<file path="config.mk">
export PLATFORM = sky130hd
export DESIGN_NAME = spi_slave_param
export DESIGN_NICKNAME = d
export VERILOG_FILES = /design/src/rtl/spi_slave_param.sv
export SDC_FILE = /design/constraint.sdc
export NUM_CORES = 1
export LEC_CHECK = 0
export BUFFER_PORTS_ARGS = -buffer_cell sky130_fd_sc_hd__buf_2
export CORE_MARGIN = 1.5
export CORE_UTILIZATION = 49
export DETAILED_ROUTE_END_ITERATION = 10
export MAX_ROUTING_LAYER = met4
export PLACE_DENSITY_LB_ADDON = 0.15
export SLEW_MARGIN = 0
export SYNTH_ARGS = -nofsm -noshare
export SYNTH_HDL_FRONTEND = slang
export SYNTH_SLANG_ARGS = --single-unit
</file>
<file path="constraint.sdc">
create_clock -name clk -period 2.83 [get_ports clk]
set_input_delay 0 -clock clk [delete_from_list [all_inputs] [get_ports clk]]
set_output_delay 0 -clock clk [all_outputs]
set_load 0.02 [all_outputs]
</file>
<file path="src/rtl/spi_slave_param.sv">
// SPI slave front-end: deserialises {opcode, payload} frames from mosi and serialises RAM read
// data onto miso. Define PARITY_EN to append an even-parity bit to every frame.
module spi_slave_param #(
    parameter int unsigned DATA_W     = 8,
    parameter int unsigned TX_TIMEOUT = 16
) (
    input  logic              clk,
    input  logic              rst_n,
    input  logic              ss_n,
    input  logic              mosi,
    output logic              miso,
    output logic [DATA_W+1:0] rx_data,
    output logic              rx_valid,
    input  logic [DATA_W-1:0] tx_data,
    input  logic              tx_valid,
    output logic              busy,
`ifdef PARITY_EN
    output logic              parity_err,
`endif
    output logic              frame_err
);

`ifdef PARITY_EN
    localparam bit          HasParity = 1'b1;
    localparam int unsigned FrameBits = DATA_W + 3;
`else
    localparam bit          HasParity = 1'b0;
    localparam int unsigned FrameBits = DATA_W + 2;
`endif
    localparam int unsigned BitCntW = $clog2(FrameBits);
    localparam int unsigned TxCntW  = $clog2(DATA_W);

    localparam logic [BitCntW-1:0] BitCntInit = BitCntW'(FrameBits - 1);
    localparam logic [TxCntW-1:0]  TxCntInit  = TxCntW'(DATA_W - 1);
    localparam logic [7:0]         WaitLast   = 8'(TX_TIMEOUT - 1);

    typedef enum logic [2:0] {StIdle, StChkCmd, StWrite, StReadAdd, StReadData} state_e;
    typedef enum logic [1:0] {PhCapture, PhTxWait, PhTxShift, PhHold} phase_e;

    state_e              state_q, state_d;
    phase_e              phase_q, phase_d;
    logic [BitCntW-1:0]  bit_cnt_q, bit_cnt_d;
    logic [TxCntW-1:0]   tx_cnt_q, tx_cnt_d;
    logic [7:0]          wait_cnt_q, wait_cnt_d;
    logic [DATA_W+1:0]   shift_q, shift_d;
    logic [DATA_W-1:0]   tx_sr_q, tx_sr_d;
    logic [DATA_W+1:0]   rx_data_q, rx_data_d;
    logic                miso_q, miso_d;
    logic                rx_valid_q, rx_valid_d;
    logic                frame_err_q, frame_err_d;
    logic                rd_pend_q, rd_pend_d;
    logic                valid_pend_q, valid_pend_d;
    logic                perr_pend_q, perr_pend_d;
    logic                last_bit;
    logic                payload_ok;

    assign last_bit   = (bit_cnt_q == '0);
    // With parity the final sampled bit is the parity bit and is never shifted in.
    assign payload_ok = HasParity ? ~(^{shift_q, mosi}) : 1'b1;

    always_ff @(posedge clk) begin
        if (!rst_n) begin
            state_q      <= StIdle;
            phase_q      <= PhCapture;
            bit_cnt_q    <= BitCntInit;
            tx_cnt_q     <= TxCntInit;
            wait_cnt_q   <= '0;
            shift_q      <= '0;
            tx_sr_q      <= '0;
            rx_data_q    <= '0;
            miso_q       <= 1'b0;
            rx_valid_q   <= 1'b0;
            frame_err_q  <= 1'b0;
            rd_pend_q    <= 1'b0;
            valid_pend_q <= 1'b0;
            perr_pend_q  <= 1'b0;
        end else begin
            state_q      <= state_d;
            phase_q      <= phase_d;
            bit_cnt_q    <= bit_cnt_d;
            tx_cnt_q     <= tx_cnt_d;
            wait_cnt_q   <= wait_cnt_d;
            shift_q      <= shift_d;
            tx_sr_q      <= tx_sr_d;
            rx_data_q    <= rx_data_d;
            miso_q       <= miso_d;
            rx_valid_q   <= rx_valid_d;
            frame_err_q  <= frame_err_d;
            rd_pend_q    <= rd_pend_d;
            valid_pend_q <= valid_pend_d;
            perr_pend_q  <= perr_pend_d;
        end
    end

    always_comb begin
        state_d      = state_q;
        phase_d      = phase_q;
        bit_cnt_d    = bit_cnt_q;
        tx_cnt_d     = tx_cnt_q;
        wait_cnt_d   = wait_cnt_q;
        shift_d      = shift_q;
        tx_sr_d      = tx_sr_q;
        miso_d       = miso_q;
        rd_pend_d    = rd_pend_q;
        valid_pend_d = 1'b0;
        perr_pend_d  = 1'b0;
        // Completion is reported one cycle after the last bit, even if ss_n rose meanwhile.
        rx_valid_d   = valid_pend_q;
        rx_data_d    = valid_pend_q ? shift_q : rx_data_q;
        frame_err_d  = perr_pend_q;

        unique case (state_q)
            StIdle: begin
                if (!ss_n) state_d = StChkCmd;
            end
            StChkCmd: begin
                phase_d = PhCapture;
                if (!mosi)          state_d = StWrite;
                else if (rd_pend_q) state_d = StReadData;
                else                state_d = StReadAdd;
            end
            default: begin
                unique case (phase_q)
                    PhCapture: begin
                        if (!(HasParity && last_bit)) shift_d = {shift_q[DATA_W:0], mosi};
                        if (last_bit) begin
                            bit_cnt_d    = BitCntInit;
                            valid_pend_d = payload_ok;
                            perr_pend_d  = ~payload_ok;
                            wait_cnt_d   = '0;
                            if (payload_ok && state_q == StReadAdd) rd_pend_d = 1'b1;
                            phase_d = (payload_ok && state_q == StReadData) ? PhTxWait : PhHold;
                        end else begin
                            bit_cnt_d = bit_cnt_q - 1'b1;
                        end
                    end
                    PhTxWait: begin
                        // The cycle that raises rx_valid is still part of capture.
                        if (!valid_pend_q) begin
                            if (tx_valid) begin
                                tx_sr_d  = tx_data;
                                miso_d   = tx_data[DATA_W-1];
                                tx_cnt_d = TxCntInit;
                                phase_d  = PhTxShift;
                            end else if (wait_cnt_q == WaitLast) begin
                                frame_err_d = 1'b1;
                                rd_pend_d   = 1'b0;
                                phase_d     = PhHold;
                            end else begin
                                wait_cnt_d = wait_cnt_q + 1'b1;
                            end
                        end
                    end
                    PhTxShift: begin
                        if (tx_cnt_q == '0) begin
                            miso_d    = 1'b0;
                            rd_pend_d = 1'b0;
                            phase_d   = PhHold;
                        end else begin
                            miso_d   = tx_sr_q[tx_cnt_q - 1'b1];
                            tx_cnt_d = tx_cnt_q - 1'b1;
                        end
                    end
                    default: begin
                    end
                endcase
            end
        endcase

        if (ss_n && state_q != StIdle) begin
            state_d    = StIdle;
            phase_d    = PhCapture;
            bit_cnt_d  = BitCntInit;
            tx_cnt_d   = TxCntInit;
            wait_cnt_d = '0;
            miso_d     = 1'b0;
            if (state_q == StChkCmd || (phase_q == PhCapture && !last_bit)) frame_err_d = 1'b1;
            // An interrupted read-data transfer keeps its address so the master can retry.
            if (phase_q == PhTxShift) begin
                frame_err_d = 1'b1;
                rd_pend_d   = rd_pend_q;
            end
        end
    end

`ifdef PARITY_EN
    logic parity_err_q;

    always_ff @(posedge clk) begin
        if (!rst_n) parity_err_q <= 1'b0;
        else        parity_err_q <= perr_pend_q;
    end

    assign parity_err = parity_err_q;
`endif

    assign miso      = miso_q;
    assign rx_data   = rx_data_q;
    assign rx_valid  = rx_valid_q;
    assign frame_err = frame_err_q;
    assign busy      = (state_q != StIdle);

endmodule

</file>
==> results of run 1 <==
-- registers in the layout, summed over array words and instances, names as in the netlist --
| signal | cells |
|---|---|
| bit_cnt_q | 4 |
| frame_err | 1 |
| miso | 1 |
| phase_q | 2 |
| rd_pend_q | 1 |
| rx_data | 10 |
| rx_valid | 1 |
| rx_valid_d | 1 |
| shift_q | 10 |
| state_q | 3 |
| tx_cnt_q | 3 |
| tx_sr_q | 8 |
| wait_cnt_q | 8 |
-- worst max-delay path, delay by kind of cell, from the launching register on --
family,cells,cell delay (ns)
adders and majority gates,1,0.36
AOI/OAI and AO/OA,3,0.64
and+or+nand+nor,1,0.38
DFF,1,0.34
buffers and inverters,2,0.30
-- power by group through the flow --
stage | sequential [mW] | combinational [mW] | clock (mW)
3_3_place_gp | 0.776 | 0.0700 | 0
4_1_cts | 0.759 | 0.0817 | 0.519
3_5_place_dp | 0.777 | 0.0703 | 0
6_report | 0.759 | 0.0815 | 0.506
2_1_floorplan | 0.775 | 0.0452 | 0
5_1_grt | 0.761 | 0.0879 | 0.546
-- synthesized netlist by cell type, types with 2 or more instances --
library cell / instances / area share
dfxtp_1: 53 / 0.42
nand2_1: 29 / 0.043
nor2_1: 25 / 0.037
a21oi_1: 23 / 0.045
mux2i_1: 18 / 0.071
clkbuf_1: 9 / 0.013
inv_1: 8 / 0.012
o21ai_0: 8 / 0.016
ha_1: 7 / 0.035
nand3_1: 7 / 0.014
o31ai_1: 7 / 0.021
or4_1: 7 / 0.021
nand2b_1: 6 / 0.015
and3_1: 4 / 0.0099
nor4_1: 4 / 0.0099
or3_1: 4 / 0.0099
a31oi_1: 3 / 0.0074
buf_6: 3 / 0.013
nand3b_1: 3 / 0.0089
nor3_1: 3 / 0.0059
xnor2_1: 3 / 0.010
and2_1: 2 / 0.0049
mux4_2: 2 / 0.018
nand4_1: 2 / 0.0049
o21a_1: 2 / 0.0059
o21ai_1: 2 / 0.0040
-- path summary, 6_finish.rpt --
path | slack [ns] | to | from | depth (start not counted)
worst max-delay path | 0.68 | wait_cnt_q[6] | phase_q[0] | 7
worst min-delay path | 0.23 | frame_err | tx_valid | 5
worst max register to register | 0.68 | wait_cnt_q[6] | phase_q[0] | 7
worst min register to register | 0.47 | shift_q[9] | shift_q[9] | 2
-- per-stage QoR --
step | instance area, um^2 | total power, mW | hold slack, ns | worst slack [ns]
after floorplan | 2534 | 0.8203 | 0.07852 | 1.026
after global placement | 2649 | 0.8461 | 0.2198 | 0.7732
after detailed placement | 2649 | 0.8469 | 0.2359 | 0.7272
after CTS | 2870 | 1.360 | 0.2281 | 0.7121
after global routing | 2870 | 1.395 | 0.2683 | 0.5206
final | 2870 | 1.347 | 0.2320 | 0.6814
-- metal layers --
metal,global-route usage,share of wire,vias to the layer above
li1,-,-,1057
met1,0.2527,0.50,946
met2,0.3274,0.45,43
met3,0.04418,0.031,9
met4,0.07273,0.018,0
met5,-,0,-
-- kinds of logic after synthesis --
kind of cell	Yosys count	synth area share
buf+inv	22	0.05679
simple gates	103	0.2099
flops	53	0.4188
mux	21	0.09333
fa+ha+maj	7	0.03457
compound gates	63	0.1763
xor+xnor	3	0.01037
-- layout make-up --
class	instances	area, um^2
flip-flops and latches	53	1061
well taps	67	83.83
fillers	429	1978
multi-input cells	197	1329
repair buffers	39	255.2
clock inverters	2	38.79
inverters	8	30.03
clock buffers	6	72.57
==> metrics, run 1 <==
status finished, final reports clean; Placeable Area approximately 4800 um^2; Ys Warns 0; postcts setup bufs 0; Die Y ~75 um; vias ~2100; combinational fraction of design power 0.061; unrepaired setup endpoints after global routing no; Synth cell types 54; Die Area about 5600 um^2; GRT Overall Usage 0.2038; dpl cells about 350; critical setup path kind reg2reg; clock skew just over 0.007 ns; CP Cell Sequence inv_1, ha_1, o21ai_0, buf_4, or3_1, o41ai_4, a21oi_1; most frequent cells in the layout dfxtp_1, nand2_1, buf_2, nor2_1, a21oi_1; Post-Syn Nets roughly 290; Sw Ratio 0.2200; initial drt markers 66; 1st-pass router iterations 6; Worst Hold Class in2reg; hold-fix buffers at CTS 11; Worst-Margin Slew roughly 0.87 ns; max_slew headroom 0.4171; grt ovf 0; Layout area overhead 13.28%; post-cts repair resize count 0; sequential element share of the synthesized area 0.4188; DR WL/cell about 14 um; final period utilization 0.7592; Fmax 465.4 MHz; # rows 25; Slew Viols, Final 0; DR vias/cell 5.524; Max Cap Viol 0; Hold Violations, Final 0; Period minus WS final around 2.1 ns; Detailed Place HPWL ~3.5 mm; Internal ~1.1 mW; Pwr Density ~470 nW/um^2; sw power approximately 300 uW; Setup crit end kind register; Leak between 1 and 1.5 nW; Remaining DRCs 0; slowest stage delay, CP 0.41 ns; wirelength, routed between 5 and 6 mm; CP startpoint kind register; commonest non-fill, non-tap cell in the layout dfxtp_1; EDFF count, synth 0; CTS tree built; layout cells sized above 1 0.1574; gpl congestion 0.8297; Seq pwr share 0.564; Non-Filler Instances roughly 370; Arr. time, crit path ~2.3 ns; antenna violations before repair 0; layout net count 324; flops & latches, synth 53; ys flop type dfxtp_1; Mapped Cells between 200 and 300; CTS Root Cell clkbuf_8; H-tree Lvls 2; power share of the clock group 0.376; Post-Syn Area 2534 um^2; Max VDD drop between 0.2 and 0.3 mV; crit path max fanout 14; largest net degree at the start of global routing 33; first-pass GRT wire length approximately 8.4 mm; final setup fails 0; Sum Neg Setup Slack 0 ns; Top Ports 27; # clock sinks 53; IO Port Bufs 26; Post-DRT Antenna Nets 0; Req. time, crit path roughly 3.0 ns; die width about 75 um; Worst-path clk slew 0.09 ns; CP max stage cell o41ai_4; async set-or-reset flop fraction in the synthesized netlist 0; vias in the first global route 1820; TritonCTS buffer count 5; starting density of the core 0.5226; clk buf depth 2; Syn Area/Cell 9.315 um^2; ant diodes 0; Post-Route Utilization 0.5920; Clock Latency Late Sink 0.30 ns
(Power assumes the default switching activity.)
==> inputs of run 2 (changes only) <==
clock period = 2.1 ns   (was 2.83 ns; I/O delays follow)
==> run 2 against run 1 <==
  * Global-route usage is 0.58 points higher
  * Sequential share of layout area is 0.68 points lower
  * Count of clock-buffer cells in the layout stayed put
  * Highest routed layer unchanged
  * First-iteration DRC count is 85% higher
  * Total power is 36% higher
  * Die area stayed put
  * Via count is 2.0% higher
  * Setup slack worse by 0.53 ns
  * Largest power group unchanged
  * Critical endpoint is now wait_cnt_q[2]
  * Worst hold slack worse by 0.010 ns
  * Critical path type unchanged
  * Wire length is 3.5% higher
==> metrics, run 2 (synthesis results as in run 1) <==
# rows 25; first-pass GRT wire length between 8 and 9 mm; clock skew 0.01127 ns; die width about 75 um; gpl congestion roughly 0.89; DR vias/cell between 5 and 6; Slew Viols, Final 0; Leak about 1.1 nW; Hold Violations, Final 0; Max VDD drop approximately 0.36 mV; Arr. time, crit path roughly 2.2 ns; post-place setup slack approximately 0.2 ns; layout net count between 300 and 400; crit path max fanout 16; Req. time, crit path between 2 and 2.5 ns; Detailed Place HPWL 3.667 mm; Worst Hold Class in2reg; Top Ports 27; Final Cell Area ~2900 um^2; antenna violations before repair 0; TritonCTS buffer count 5; Worst-Margin Slew between 0.7 and 0.8 ns; critical setup path kind reg2reg; initial drt markers around 120; final setup fails 0; Fmax 514.0 MHz; 1st-pass router iterations 4; Worst-path clk slew ~0.090 ns; DP Area 2694 um^2; Seq pwr share 0.558; vias in the first global route roughly 1900; Pwr Density about 630 nW/um^2; Layout area overhead 15.41%; Setup crit end kind register; H-tree Lvls 2; most frequent cells in the layout dfxtp_1, nand2_1, buf_2, nor2_1, a21oi_1; sw power a little over 400 uW; Clock Latency Late Sink 0.31 ns; Internal 1.420 mW; CTS tree built; status finished, final reports clean; worst setup margin 0.1545 ns; Placeable Area between 4000 and 5000 um^2; GRT Overall Usage 0.2096; postcts setup bufs 0; Sum Neg Setup Slack 0 ns; Die Y between 70 and 80 um; commonest non-fill, non-tap cell in the layout dfxtp_1; Sw Ratio 0.2256; power share of the clock group 0.379; DR WL/cell about 14 um; vias ~2100; clk buf depth 2; # clock sinks 53; Remaining DRCs 0; largest net degree at the start of global routing 33; CTS Root Cell clkbuf_8; ant diodes 0; IO Port Bufs 26; layout cells sized above 1 0.1736; starting density of the core 0.5226; wirelength, routed between 5 and 6 mm; grt ovf 0; combinational fraction of design power 0.063; final period utilization 0.9264; unrepaired setup endpoints after global routing no; Die Area 5612 um^2; Period minus WS final 1.945 ns; CP startpoint kind register; Post-DRT Antenna Nets 0; max_slew headroom 0.4863; Max Cap Viol 0
run 2: final cells by class:
class	instances	area [um^2]
inverter	8	30.03
multi-input combinational	197	1338
fill	429	1924
clock buffer	6	72.57
clock inverter	2	38.79
sequential	53	1061
tap	67	83.83
timing repair buffer	45	300.3
run 2: stage by stage:
step	power, mW	utilization	hold WS (ns)	instances
2_1_floorplan	1.105	-	0.07852	272
3_3_place_gp	1.145	0.5556	0.2261	359
3_5_place_dp	1.146	0.5556	0.2334	359
4_1_cts	1.846	0.6013	0.2196	378
5_1_grt	1.893	0.6031	0.2596	378
6_report	1.834	0.6031	0.2217	378
run 2: worst paths after layout:
| check | depth (start not counted) | to | slack [ns] | start |
|---|---|---|---|---|
| min reg2reg | 2 | shift_q[1] | 0.47 | shift_q[0] |
| min | 5 | frame_err | 0.22 | tx_valid |
| max reg2reg | 4 | wait_cnt_q[2] | 0.15 | bit_cnt_q[2] |
| max | 4 | wait_cnt_q[2] | 0.15 | bit_cnt_q[2] |
run 2: critical path, stage by stage, from the launching register on:
cell	delay, ns
dfxtp_1	0.42
o41ai_2	0.53
nand3b_4	0.23
or4_1	0.56
a21oi_1	0.15
run 2: per-layer routing:
metal | up-vias | global-route usage | share of wire
met2 | 45 | 0.3422 | 0.47
met3 | 6 | 0.04150 | 0.041
met1 | 980 | 0.2667 | 0.48
met5 | - | - | 0
met4 | 0 | 0.05253 | 0.0091
li1 | 1065 | - | -
run 2: repair_timing:
item                                   4_1_cts  5_1_grt
resized for setup                            0        1
setup endpoints to repair                    0        5
hold buffers                                11        0
endpoints found under the hold margin       13        0
run 2: power groups by stage:
stage                     clock, mW  sequential, mW  combinational (mW)
after floorplan                   0            1.04              0.0609
after global placement            0            1.05              0.0985
after detailed placement          0            1.05              0.0994
after CTS                     0.707            1.02               0.115
after global routing          0.742            1.03               0.126
final                         0.695            1.02               0.116
==> inputs of run 3 (changes only) <==
CORE_UTILIZATION = 48   (was 49)
CTS_CLUSTER_DIAMETER = 60   (was unset)
==> run 3 against run 2 <==
  * Core utilization shrank 2.8 points
  * Total power is essentially flat
  * Final area grew 0.47%
  * Sequential share of layout area shrank 0.17 points
  * Worst hold slack gained 0.014 ns
  * Wire length shrank 2.5%
  * Clock skew shrank 0.0067 ns
  * Global-route usage shrank 1.6 points
  * Fmax grew 2.9%
  * Die area grew 2.0%
  * Critical path depth grew 2
  * Critical endpoint is now tx_cnt_q[0]
  * Largest cell class unchanged
  * Highest routed layer unchanged
==> metrics, run 3 (synthesis results as in run 1) <==
Clock Latency Late Sink about 0.31 ns; IO Port Bufs 26; Sum Neg Setup Slack 0 ns; Max VDD drop 0.5188 mV; GRT Overall Usage 0.1941; crit path max fanout 13; H-tree Lvls 2; most frequent cells in the layout dfxtp_1, nand2_1, buf_2, nor2_1, a21oi_1; total power roughly 1.8 mW; Req. time, crit path 2.30 ns; initial drt markers 85; Largest delay share family, worst path compound AO/OA/AOI/OAI gates; DR vias/cell approximately 5.4; ant diodes 0; Fillers between 400 and 500; Pwr Density ~620 nW/um^2; Slew Viols, Final 0; Sw Ratio 0.2253; Non-Filler Instances around 380; die width around 76 um; vias in the first global route 1796; Worst-Margin Slew slightly below 0.8 ns; dpl cells ~360; max_slew headroom 0.4686; Fmax around 530 MHz; Detailed Place HPWL ~3.7 mm; final setup fails 0; layout cells sized above 1 0.1795; unrepaired setup endpoints after global routing no; Multi-input gate area ~1300 um^2; first-pass GRT wire length approximately 8 mm; Setup crit end kind register; clk buf depth 2; 1st-pass router iterations 4; starting density of the core 0.4961; slowest stage delay, CP ~0.43 ns; CP startpoint kind register; Max Cap Viol 0; sw power between 400 and 500 uW; wirelength, routed 5.143 mm; grt ovf 0; Top Ports 27; final period utilization 0.8999; Post-DRT Antenna Nets 0; status finished, final reports clean; Placeable Area approximately 5100 um^2; commonest non-fill, non-tap cell in the layout dfxtp_1; vias slightly above 2000; sequential cell area between 1000 and 1500 um^2; Hold Path Origin tx_valid; DR WL/cell 13.46 um; Period minus WS final 1.890 ns; worst hold slack roughly 0.24 ns; Hold Violations, Final 0; Crit. Startpoint phase_q[0]; antenna violations before repair 0; largest net degree at the start of global routing 33; Die Y 75.66 um; CP Cell Sequence inv_1, ha_1, nand2b_1, a21oi_2, a31oi_1, a311o_1; # rows 26; WP buf/inv 1; combinational fraction of design power 0.063; Internal 1.420 mW; layout net count about 330; Worst-path clk slew approximately 0.09 ns; Leak about 1.1 nW; gpl congestion a little under 0.9; critical setup path kind reg2reg; CTS tree built; Reg-to-Reg Start phase_q[0]; power share of the clock group 0.379; Worst Hold Class in2reg; Layout area overhead 15.95%; clock skew 0.004523 ns; Die Area ~5700 um^2; Arr. time, crit path between 2 and 2.5 ns; Remaining DRCs 0; TritonCTS buffer count 5; CP max stage cell ha_1; # clock sinks between 50 and 60; Seq pwr share 0.558; CTS Root Cell clkbuf_8
## run 3: area by class of cell
type,instances,share of cell area
Clock buffer,6,0.02470
Clock inverter,2,0.01320
Inverter,8,0.01022
Multi-Input combinational cell,197,0.4561
Sequential cell,53,0.3612
Tap cell,70,0.02981
Timing Repair Buffer,46,0.1048
## run 3: worst reg2reg max path, stage by stage (launching register included)
cell      delay [ns]
dfxtp_1         0.34
inv_1           0.10
ha_1            0.43
nand2b_1        0.12
a21oi_2         0.32
a31oi_1         0.13
a311o_1         0.34
## run 3: through the flow
stage          instance area, um^2  setup WS, ns    util
2_1_floorplan                 2534        0.2959       -
4_1_cts                       2927       0.09168  0.5730
5_1_grt                       2938       0.05013  0.5752
3_5_place_dp                  2705        0.1136  0.5296
3_3_place_gp                  2705        0.2060  0.5296
6_report                      2938        0.2101  0.5752
## run 3: worst paths after layout
| kind | endpoint | slack [ns] | cells after the start |
|---|---|---|---|
| worst max-delay path | tx_cnt_q[0] | 0.21 | 6 |
| worst min-delay path | frame_err | 0.24 | 5 |
| worst max register to register | tx_cnt_q[0] | 0.21 | 6 |
| worst min register to register | shift_q[9] | 0.47 | 2 |
## run 3: what timing repair did
item | CTS | global route
hold endpoints to repair | 13 | 0
hold buffers | 11 | 0
endpoints found under the setup margin | 0 | 6
resized for setup | 0 | 2
setup buffers | 0 | 0
## run 3: power groups by stage
stage	clock network, mW	registers [mW]	logic (mW)
floorplan	0	1.04	0.0609
global placement	0	1.05	0.0995
detailed placement	0	1.05	0.100
CTS	0.707	1.02	0.116
global route	0.748	1.03	0.125
finish	0.694	1.02	0.115
## run 3: metal layers
layer,part of all wire,vias up,GRT usage
met5,0,-,-
met2,0.46,34,0.3031
li1,-,1060,-
met1,0.49,968,0.2523
met3,0.030,7,0.04365
met4,0.017,0,0.05754
